**src/rtl/bch_job_ctrl.sv**
```systemverilog
// bch_job_ctrl: AXI4-Lite register front-end that launches and supervises
// one BCH encode/decode job at a time on the codec core, with a completion
// timeout. Optional feature macro: BCH_JOB_CTRL_IRQ_EN (CTRL.IRQ_EN + irq).
module bch_job_ctrl #(
    parameter int CW_W        = 32,
    parameter int TIMEOUT_CYC = 1023
) (
    input  logic            clk,
    input  logic            rst_n,
    input  logic            s_axil_awvalid,
    output logic            s_axil_awready,
    input  logic [20:0]     s_axil_awaddr,
    input  logic [2:0]      s_axil_awprot,
    input  logic            s_axil_wvalid,
    output logic            s_axil_wready,
    input  logic [31:0]     s_axil_wdata,
    input  logic [3:0]      s_axil_wstrb,
    output logic            s_axil_bvalid,
    input  logic            s_axil_bready,
    output logic [1:0]      s_axil_bresp,
    input  logic            s_axil_arvalid,
    output logic            s_axil_arready,
    input  logic [20:0]     s_axil_araddr,
    input  logic [2:0]      s_axil_arprot,
    output logic            s_axil_rvalid,
    input  logic            s_axil_rready,
    output logic [31:0]     s_axil_rdata,
    output logic [1:0]      s_axil_rresp,
    output logic            cdc_start,
    output logic            cdc_mode,
    output logic [CW_W-1:0] cdc_din,
    input  logic            cdc_done,
    input  logic [CW_W-1:0] cdc_dout,
    input  logic [3:0]      cdc_nerr,
    output logic            irq
);

    localparam int CNT_W = $clog2(TIMEOUT_CYC + 1);

    localparam logic [1:0] ST_IDLE  = 2'd0;
    localparam logic [1:0] ST_ISSUE = 2'd1;
    localparam logic [1:0] ST_WAIT  = 2'd2;

    localparam logic [1:0] R_CTRL   = 2'd0;
    localparam logic [1:0] R_STATUS = 2'd1;
    localparam logic [1:0] R_DIN    = 2'd2;
    localparam logic [1:0] R_DOUT   = 2'd3;

    localparam logic [1:0] RESP_OKAY   = 2'b00;
    localparam logic [1:0] RESP_SLVERR = 2'b10;

    logic [1:0]       state;
    logic [CNT_W-1:0] tcnt;
    logic             bus_en;
    logic             mode_q;
    logic             done_q;
    logic             tout_q;
    logic [3:0]       nerr_q;
    logic [CW_W-1:0]  din_q;
    logic [CW_W-1:0]  dout_q;
    logic [31:0]      din_wr;
    logic [31:0]      rd_val;
    logic             busy;
    logic             wr_hs;
    logic             rd_hs;
    logic             wr_ok;
    logic             rd_ok;
    logic [1:0]       wr_reg;
    logic [1:0]       rd_reg;
    logic             wr_err;
    logic             wr_acc;
    logic             start_go;
    logic             job_done;
    logic             job_tout;
    logic             clr_done;
    logic             clr_tout;
    logic             unused_bits;

`ifdef BCH_JOB_CTRL_IRQ_EN
    logic             irq_en_q;
`endif

    assign unused_bits = ^{s_axil_awprot, s_axil_arprot,
                           s_axil_awaddr[1:0], s_axil_araddr[1:0]};

    // Handshakes are held off until the first clock after reset release so
    // every ready output is low throughout reset.
    always_ff @(posedge clk or negedge rst_n) begin
        if (!rst_n) bus_en <= 1'b0;
        else        bus_en <= 1'b1;
    end

    assign wr_hs          = bus_en & s_axil_awvalid & s_axil_wvalid & ~s_axil_bvalid;
    assign s_axil_awready = wr_hs;
    assign s_axil_wready  = wr_hs;
    assign rd_hs          = bus_en & s_axil_arvalid & ~s_axil_rvalid;
    assign s_axil_arready = bus_en & ~s_axil_rvalid;

    assign busy     = (state != ST_IDLE);
    assign wr_ok    = (s_axil_awaddr[20:4] == '0);
    assign wr_reg   = s_axil_awaddr[3:2];
    assign rd_ok    = (s_axil_araddr[20:4] == '0);
    assign rd_reg   = s_axil_araddr[3:2];
    assign wr_err   = ~wr_ok | (busy & ((wr_reg == R_CTRL) | (wr_reg == R_DIN)));
    assign wr_acc   = wr_hs & ~wr_err;
    assign start_go = wr_acc & (wr_reg == R_CTRL) & s_axil_wstrb[0] & s_axil_wdata[0];
    assign job_done = (state == ST_WAIT) & cdc_done;
    assign job_tout = (state == ST_WAIT) & ~cdc_done & (tcnt == CNT_W'(TIMEOUT_CYC - 1));
    assign clr_done = wr_acc & (wr_reg == R_STATUS) & s_axil_wstrb[0] & s_axil_wdata[1];
    assign clr_tout = wr_acc & (wr_reg == R_STATUS) & s_axil_wstrb[0] & s_axil_wdata[2];

    // Job sequencer: IDLE -> ISSUE (start pulse) -> WAIT (done or timeout).
    always_ff @(posedge clk or negedge rst_n) begin
        if (!rst_n) begin
            state <= ST_IDLE;
            tcnt  <= '0;
        end else begin
            case (state)
                ST_IDLE: begin
                    if (start_go) state <= ST_ISSUE;
                end
                ST_ISSUE: begin
                    tcnt  <= '0;
                    state <= ST_WAIT;
                end
                ST_WAIT: begin
                    if (cdc_done || job_tout) state <= ST_IDLE;
                    else                      tcnt  <= tcnt + CNT_W'(1);
                end
                default: state <= ST_IDLE;
            endcase
        end
    end

    // Byte-strobe merge of the incoming DIN write.
    always_comb begin
        din_wr = 32'(din_q);
        for (int unsigned i = 0; i < 4; i++) begin
            if (s_axil_wstrb[i]) din_wr[8*i +: 8] = s_axil_wdata[8*i +: 8];
        end
    end

    // Software configuration: MODE, IRQ_EN and DIN (only accepted while idle).
    always_ff @(posedge clk or negedge rst_n) begin
        if (!rst_n) begin
            mode_q   <= 1'b0;
`ifdef BCH_JOB_CTRL_IRQ_EN
            irq_en_q <= 1'b0;
`endif
            din_q    <= '0;
        end else begin
            if (wr_acc && (wr_reg == R_CTRL) && s_axil_wstrb[0]) begin
                mode_q   <= s_axil_wdata[1];
`ifdef BCH_JOB_CTRL_IRQ_EN
                irq_en_q <= s_axil_wdata[2];
`endif
            end
            if (wr_acc && (wr_reg == R_DIN)) din_q <= din_wr[CW_W-1:0];
        end
    end

    // Job results and sticky flags; a flag being set beats a same-cycle W1C.
    always_ff @(posedge clk or negedge rst_n) begin
        if (!rst_n) begin
            done_q <= 1'b0;
            tout_q <= 1'b0;
            nerr_q <= '0;
            dout_q <= '0;
        end else begin
            if (job_done) begin
                done_q <= 1'b1;
                nerr_q <= cdc_nerr;
                dout_q <= cdc_dout;
            end else if (clr_done) begin
                done_q <= 1'b0;
            end
            if (job_tout)      tout_q <= 1'b1;
            else if (clr_tout) tout_q <= 1'b0;
        end
    end

    // Read data mux over pre-edge register values.
    always_comb begin
        rd_val = '0;
        case (rd_reg)
            R_CTRL: begin
                rd_val[1] = mode_q;
`ifdef BCH_JOB_CTRL_IRQ_EN
                rd_val[2] = irq_en_q;
`endif
            end
            R_STATUS: begin
                rd_val[0]    = busy;
                rd_val[1]    = done_q;
                rd_val[2]    = tout_q;
                rd_val[11:8] = nerr_q;
            end
            R_DIN:   rd_val = 32'(din_q);
            R_DOUT:  rd_val = 32'(dout_q);
            default: rd_val = '0;
        endcase
        if (!rd_ok) rd_val = '0;
    end

    // Write response channel: one outstanding write.
    always_ff @(posedge clk or negedge rst_n) begin
        if (!rst_n) begin
            s_axil_bvalid <= 1'b0;
            s_axil_bresp  <= RESP_OKAY;
        end else if (wr_hs) begin
            s_axil_bvalid <= 1'b1;
            s_axil_bresp  <= wr_err ? RESP_SLVERR : RESP_OKAY;
        end else if (s_axil_bready) begin
            s_axil_bvalid <= 1'b0;
        end
    end

    // Read data channel: one outstanding read.
    always_ff @(posedge clk or negedge rst_n) begin
        if (!rst_n) begin
            s_axil_rvalid <= 1'b0;
            s_axil_rdata  <= '0;
            s_axil_rresp  <= RESP_OKAY;
        end else if (rd_hs) begin
            s_axil_rvalid <= 1'b1;
            s_axil_rdata  <= rd_val;
            s_axil_rresp  <= rd_ok ? RESP_OKAY : RESP_SLVERR;
        end else if (s_axil_rready) begin
            s_axil_rvalid <= 1'b0;
        end
    end

    assign cdc_start = (state == ST_ISSUE);
    assign cdc_mode  = mode_q;
    assign cdc_din   = din_q;

`ifdef BCH_JOB_CTRL_IRQ_EN
    assign irq = irq_en_q & (done_q | tout_q);
`else
    assign irq = 1'b0;
`endif

endmodule

```
**config.mk**
```make
export PLATFORM = sky130hd
export DESIGN_NAME = bch_job_ctrl
export DESIGN_NICKNAME = d
export VERILOG_FILES = /design/src/rtl/bch_job_ctrl.sv
export SDC_FILE = /design/constraint.sdc
export NUM_CORES = 1
export LEC_CHECK = 0
export CAP_MARGIN = 30
export CORE_MARGIN = 3
export CORE_UTILIZATION = 44
export CTS_CLUSTER_DIAMETER = 80
export DETAILED_ROUTE_END_ITERATION = 16
export GPL_ROUTABILITY_DRIVEN = 0
export PLACE_DENSITY = 0.78
export SYNTH_ARGS = -nofsm -noshare
export SYNTH_HDL_FRONTEND = slang
export SYNTH_SLANG_ARGS = --single-unit
```
**constraint.sdc**
```tcl
create_clock -name clk -period 2.32 [get_ports clk]
set_clock_uncertainty 0.15 [all_clocks]
set_input_delay 0.464 -clock clk [delete_from_list [all_inputs] [get_ports clk]]
set_output_delay 0.464 -clock clk [all_outputs]
set_load 0.01 [all_outputs]
```
# Word level (Yosys, flattened, before mapping)
# Cells that the tools add are included.
# W data, S select, Z words.
dict set report totals {
  reg_bits 122
  latch_bits 0
  ramBits 0
  rom_bits 0
  inputBits 128
  output_inout_bits 76
  memories 0
}
dict set report op_classes {
  addsub 1
  n_mul 0
  div_mod_pow 0
  magnitude_cmp 0
  n_eq_ne 11
  n_shift 0
  mux 22
  bitwise 25
  reduce_logical 21
}
# op count
set ops {}
lappend ops {{$pmux W20 S2} 1}
lappend ops {{$logic_not A17 Y1} 2}
lappend ops {{$mux W32} 1}
lappend ops {{$pmux W10 S2} 1}
lappend ops {{$and A1 B1 Y1} 18}
lappend ops {{$pmux W4 S3} 1}
lappend ops {{$reduce_and A2 Y1} 6}
lappend ops {{$reduce_bool A2 Y1} 6}
lappend ops {{$add A10 B1 Y10 const B} 1}
lappend ops {{$eq A10 B10 Y1 const B} 1}
lappend ops {{$mux W10} 1}
lappend ops {{$pmux W5 S2} 1}
lappend ops {{$eq A2 B2 Y1 const B} 4}
lappend ops {{$mux W1} 8}
lappend ops {{$mux W2} 4}
lappend ops {{$eq A2 B1 Y1 const B} 3}
lappend ops {{$logic_not A2 Y1} 3}
lappend ops {{$pmux W1 S3} 2}
lappend ops {{$pmux W2 S3} 1}
lappend ops {{$not A1 Y1} 5}
lappend ops {{$ne A2 B2 Y1 const B} 2}
lappend ops {{$pmux W1 S4} 1}
lappend ops {{$logic_and A1 B1 Y1} 3}
lappend ops {{$ne A2 B1 Y1 const B} 1}
lappend ops {{other kinds (2)} 3}

# Depth between registers and ports, before layout
dict set report logic_depth {
  word_depth 11
  depth_mapped 6
}

# Least setup slack after synthesis
# OpenSTA, ideal clock, no wires.
dict set report synth_path {
  kind {flip-flop to flip-flop}
  from {register s_axil_bvalid}
  to {register din_q[24], in the netlist cdc_din[24]}
  setup_time_ns 0.125
  t_arrival_ns 1.968
  required_ns 2.045
  slack_ns 0.077
  path_stages_with_launch 6
  period_less_slack_ns 2.243
  cell_sequence {dfrtp_1 > and4b_1 > clkbuf_1 > nand2_2 > nor4_4 > mux2_2}
}
dict set report synth_between {
  elab_chain_len 5
}
# element line_no
set synth_rtl {}
lappend synth_rtl {{from (decl)} 18} ;# output logic s_axil_bvalid,
lappend synth_rtl {{from (signal assigned)} 208} ;# s_axil_bvalid <= 1'b0;
lappend synth_rtl {{from (signal assigned)} 211} ;# s_axil_bvalid <= 1'b1;
lappend synth_rtl {{from (signal assigned)} 214} ;# s_axil_bvalid <= 1'b0;
lappend synth_rtl {{$not A1 Y1} 93} ;# assign wr_hs = bus_en & s_axil_awvalid & s_axil_wvalid & ~s_axil_bvalid;
lappend synth_rtl {{$and A1 B1 Y1} 93}
lappend synth_rtl {{via s_axil_awready} 11} ;# output logic s_axil_awready,
lappend synth_rtl {{$and A1 B1 Y1} 105} ;# assign wr_acc = wr_hs & ~wr_err;
lappend synth_rtl {{$logic_and A1 B1 Y1} 158} ;# if (wr_acc && (wr_reg == R_DIN)) din_q <= din_wr[CW_W-1:0];
lappend synth_rtl {{$reduce_and A2 Y1 (no line)} n/a}
lappend synth_rtl {{to (signal assigned)} 158}
lappend synth_rtl {{to (decl)} 59} ;# logic [CW_W-1:0] din_q;
# The timed path passes the listed nets, and every way through them passes these cells.
# A chain may end at the register's enable or synchronous reset.

# Worst setup path after layout
dict set report layout_path {
  from {input s_axil_awaddr[4]}
  to {register din_q[18], in the netlist cdc_din[18]}
}
dict set report layout_between {
  elab_chain_len 7
}
# element line_no
set layout_rtl {}
lappend layout_rtl {{from (decl)} 12} ;# input logic [20:0] s_axil_awaddr,
lappend layout_rtl {{$logic_not A17 Y1} 100} ;# assign wr_ok = (s_axil_awaddr[20:4] == '0);
lappend layout_rtl {{$not A1 Y1} 104} ;# assign wr_err = ~wr_ok | (busy & ((wr_reg == R_CTRL) | (wr_reg == R_DIN)));
lappend layout_rtl {{$or A1 B1 Y1} 104}
lappend layout_rtl {{$not A1 Y1} 105}
lappend layout_rtl {{$and A1 B1 Y1} 105}
lappend layout_rtl {{$logic_and A1 B1 Y1} 158}
lappend layout_rtl {{$reduce_and A2 Y1 (no line)} n/a}
# Every way passes these cells.

==> out/results.ini <==
[outcome]
status=completed

[place]
pre_cts_ws_ns=-0.456
place_area_um2=7610
dp_hpwl_um=11100
port_buffers=190

[worst_setup_path]
critical_path_class=primary input to flip-flop
crit_cells=6
worstSetupStartpointType=primary input
crit_family=simple AND/OR/NAND/NOR gates
cp_cell_sequence=clkdlybuf4s50_1 > or4_1 > buf_6 > nor4_4 > buf_12 > mux2_2
crit_required_ns=2.45
worst_path_largest_cell_delay_ns=0.54
critPathSlowestCell=or4_1
arrival_ns=2.41
worstPathMaxFanout=8
cp_num_buf_inv=3
cp-end-kind=flip-flop
ff2ff_path_depth=6

[cells_and_area]
design_area_um2=8240
layout.nets=783
n_antenna_cell=0
drive_gt1_share_pct=22.3
postLayoutCoreUtil_pct=70.6
syn2layout_area_growth_pct=54.3

[global_routing]
grt_max_degree=43
first_global_vias=4658
antenna_found_initial=0
grt_remaining_overflow=0
grt_pass1_wl_um=23200
grtUsageTotal_pct=22.2

[synth]
syn_inst=434
synth_area_leaders=dfrtp_1 56%, mux2_2 15%, mux2i_1 4.7%, o21ai_0 3.3%, nand2_1 3.1%
synth_area_per_cell_um2=12.3
syn_area_um2=5340
yosysSeqAreaShare_pct=56.2
synth_edf_count=0
ys_warn_count=0
async_flop_share_pct=100
synth_seq_cells=120
synth_top_cell_area_share_pct=56.2
ys.flop_type=dfrtp_1
synth_top_area_cell=dfrtp_1
synth.distinct_cells=54

[pwr]
power.switching_mw=1.07
switching_share_pct=21.2
leakage_nw=3.76
internal-power_mw=4.00
comb_power_share_pct=7.3
peakVddDrop_uv=443
seqPwrFrac_pct=41.5
power.density_nw_per_um2=616
clkPwrFrac_pct=51.3

[sta]
fin_hold_ws_ns=0.325
setup_viol=0
finalHoldViolations=0
max_freq_mhz=440
finalSetupTns_ns=0
rsz0062_at_grt=yes
finalCritPeriodShare_pct=98.0
fin_ws_ns=0.0458
finalMaxSlewViolations=0
relSlewSlack_pct=58.0
worst_pin_slew_ns=0.624
min_period_ns=2.27

[clock_network]
cts_buffers=17
cts.path.max_buffers=2
clockRootBuffer=clkbuf_16
htreeDepth=4
clkTransAtPathRegs_ns=0.06
cts_tree=yes
clock_sinks=120
clk-insertion-delay-late_ns=0.40

[drt]
ant_nets=0
dr_total_vias=4356
drc_errors=0
routed_wirelength_um=14700
drt_iter0_markers=263
wl_per_cell_um=18.2
dr.pass1.iters=4
vias_per_cell=5.39

[die]
fp.dieH_um=116
dieWidth_um=116
coreArea_um2=11700
initial_utilization_pct=45.8
dieArea_um2=13500
io-pin-count=204
row_count=39

[flow_run]
cap_violations=0

[min_path]
min_path_cells=2
hold_path_class=flip-flop to flip-flop

-- placed cells by master (no fill, tap or decap), types with 4 or more instances in the layout --
| master | count |
|---|---|
| buf_4 | 26 |
| nor3_1 | 8 |
| clkdlybuf4s50_1 | 185 |
| dfrtp_1 | 120 |
| inv_1 | 6 |
| nor2_1 | 14 |
| nor4_4 | 6 |
| a22oi_1 | 7 |
| nor2b_1 | 6 |
| or3_1 | 4 |
| mux2_2 | 72 |
| nor4_1 | 6 |
| mux2i_1 | 25 |
| clkbuf_16 | 17 |
| nand4_1 | 4 |
| conb_1 | 4 |
| o21ai_0 | 35 |
| a31oi_1 | 4 |
| nand2_1 | 44 |
| buf_12 | 6 |
| nand3_1 | 4 |
| clkinv_2 | 5 |
-- state kept, by name (all words and copies together) (netlist names), 2 cells and up --
register,count
s_axil_rdata,32
state,2
dout_q,32
nerr_q,4
cdc_din,32
tcnt,10
-- routing by layer --
| layer | up-vias | wire, µm | part of all wire [%] | GRT usage [%] |
|---|---|---|---|---|
| met2 | 162 | 7650 | 52 | 38.8 |
| met5 | - | 0 | 0 | 0 |
| met4 | 0 | 309 | 2.1 | 8.12 |
| met3 | 29 | 951 | 6.5 | 5.34 |
| li1 | 2000 | - | - | - |
| met1 | 2165 | 5840 | 40 | 26.7 |
-- power by group through the flow --
stage / Combinational, mW / Clock (mW) / Sequential (mW)
detailed placement: 0.371 / 0 / 2.14
floorplan: 0.0751 / 0 / 2.14
finish: 0.369 / 2.60 / 2.11
global route: 0.399 / 2.74 / 2.11
CTS: 0.373 / 2.63 / 2.11
global placement: 0.364 / 0 / 2.14
-- Yosys cell counts, drive strengths merged, types with 2 or more instances --
master  instances
dfrtp         120
mux2           74
nand2          45
o21ai          36
mux2i          25
clkbuf         18
nor2           14
nor4           12
nor3            8
a22oi           7
buf             7
nor2b           7
inv             6
nand4           5
a31oi           4
nand3           4
or3             4
nor3b           3
a21oi           2
conb            2
ha              2
nand2b          2
o311ai          2
o41ai           2
-- what timing repair did --
action | 4_1_cts | 5_1_grt
pin swaps | 0 | 4
hold buffers | 1 | 0
hold endpoints to repair | 31 | 0
setup buffers | 0 | 2
gates resized for setup | 5 | 2
setup endpoints to repair | 4 | 18
-- path summary, 6_finish.rpt --
| path | startpoint | to | slack (ns) |
|---|---|---|---|
| worst max-delay path | s_axil_awaddr[4] | cdc_din[18] | 0.05 |
| worst min-delay path | s_axil_rdata[24] | s_axil_rdata[24] | 0.32 |
| worst max register to register | s_axil_bvalid | cdc_din[18] | 0.27 |
| worst min register to register | s_axil_rdata[24] | s_axil_rdata[24] | 0.32 |
| max in group asynchronous | rst_n | dout_q[9] | 0.96 |
| min in group asynchronous | rst_n | dout_q[29] | 0.42 |
-- worst min-delay path, stage by stage, from the launching register on --
cell and delay [ns]:
dfrtp_1 0.34, nand2_1 0.04, o21ai_0 0.06
-- logic make-up after synthesis --
family	Yosys count	share of synthesized area [%]
AO/OA/AOI/OAI	64	7.38
XOR/XNOR	1	0.164
AND/OR/NAND/NOR	114	12.4
multiplexers	100	20.7
adder cells (fa/ha/maj)	2	0.468
other	2	0.141
buffers and inverters	31	2.48
flip-flops	120	56.2
-- cell type report --
cell class	count	area (µm²)
Sequential cell	120	3000
Inverter	6	22.5
Multi-Input combinational cell	285	2230
Clock inverter	13	155
Clock buffer	18	429
Tap cell	143	179
Timing Repair Buffer	223	2220
Fill cell	848	3420
-- stage by stage --
step	std cells	total power, mW
after floorplan	436	2.22
after global placement	774	2.51
after detailed placement	774	2.51
after CTS	806	5.11
after global routing	808	5.24
final	808	5.08
Power figures use the tool's default switching activity.
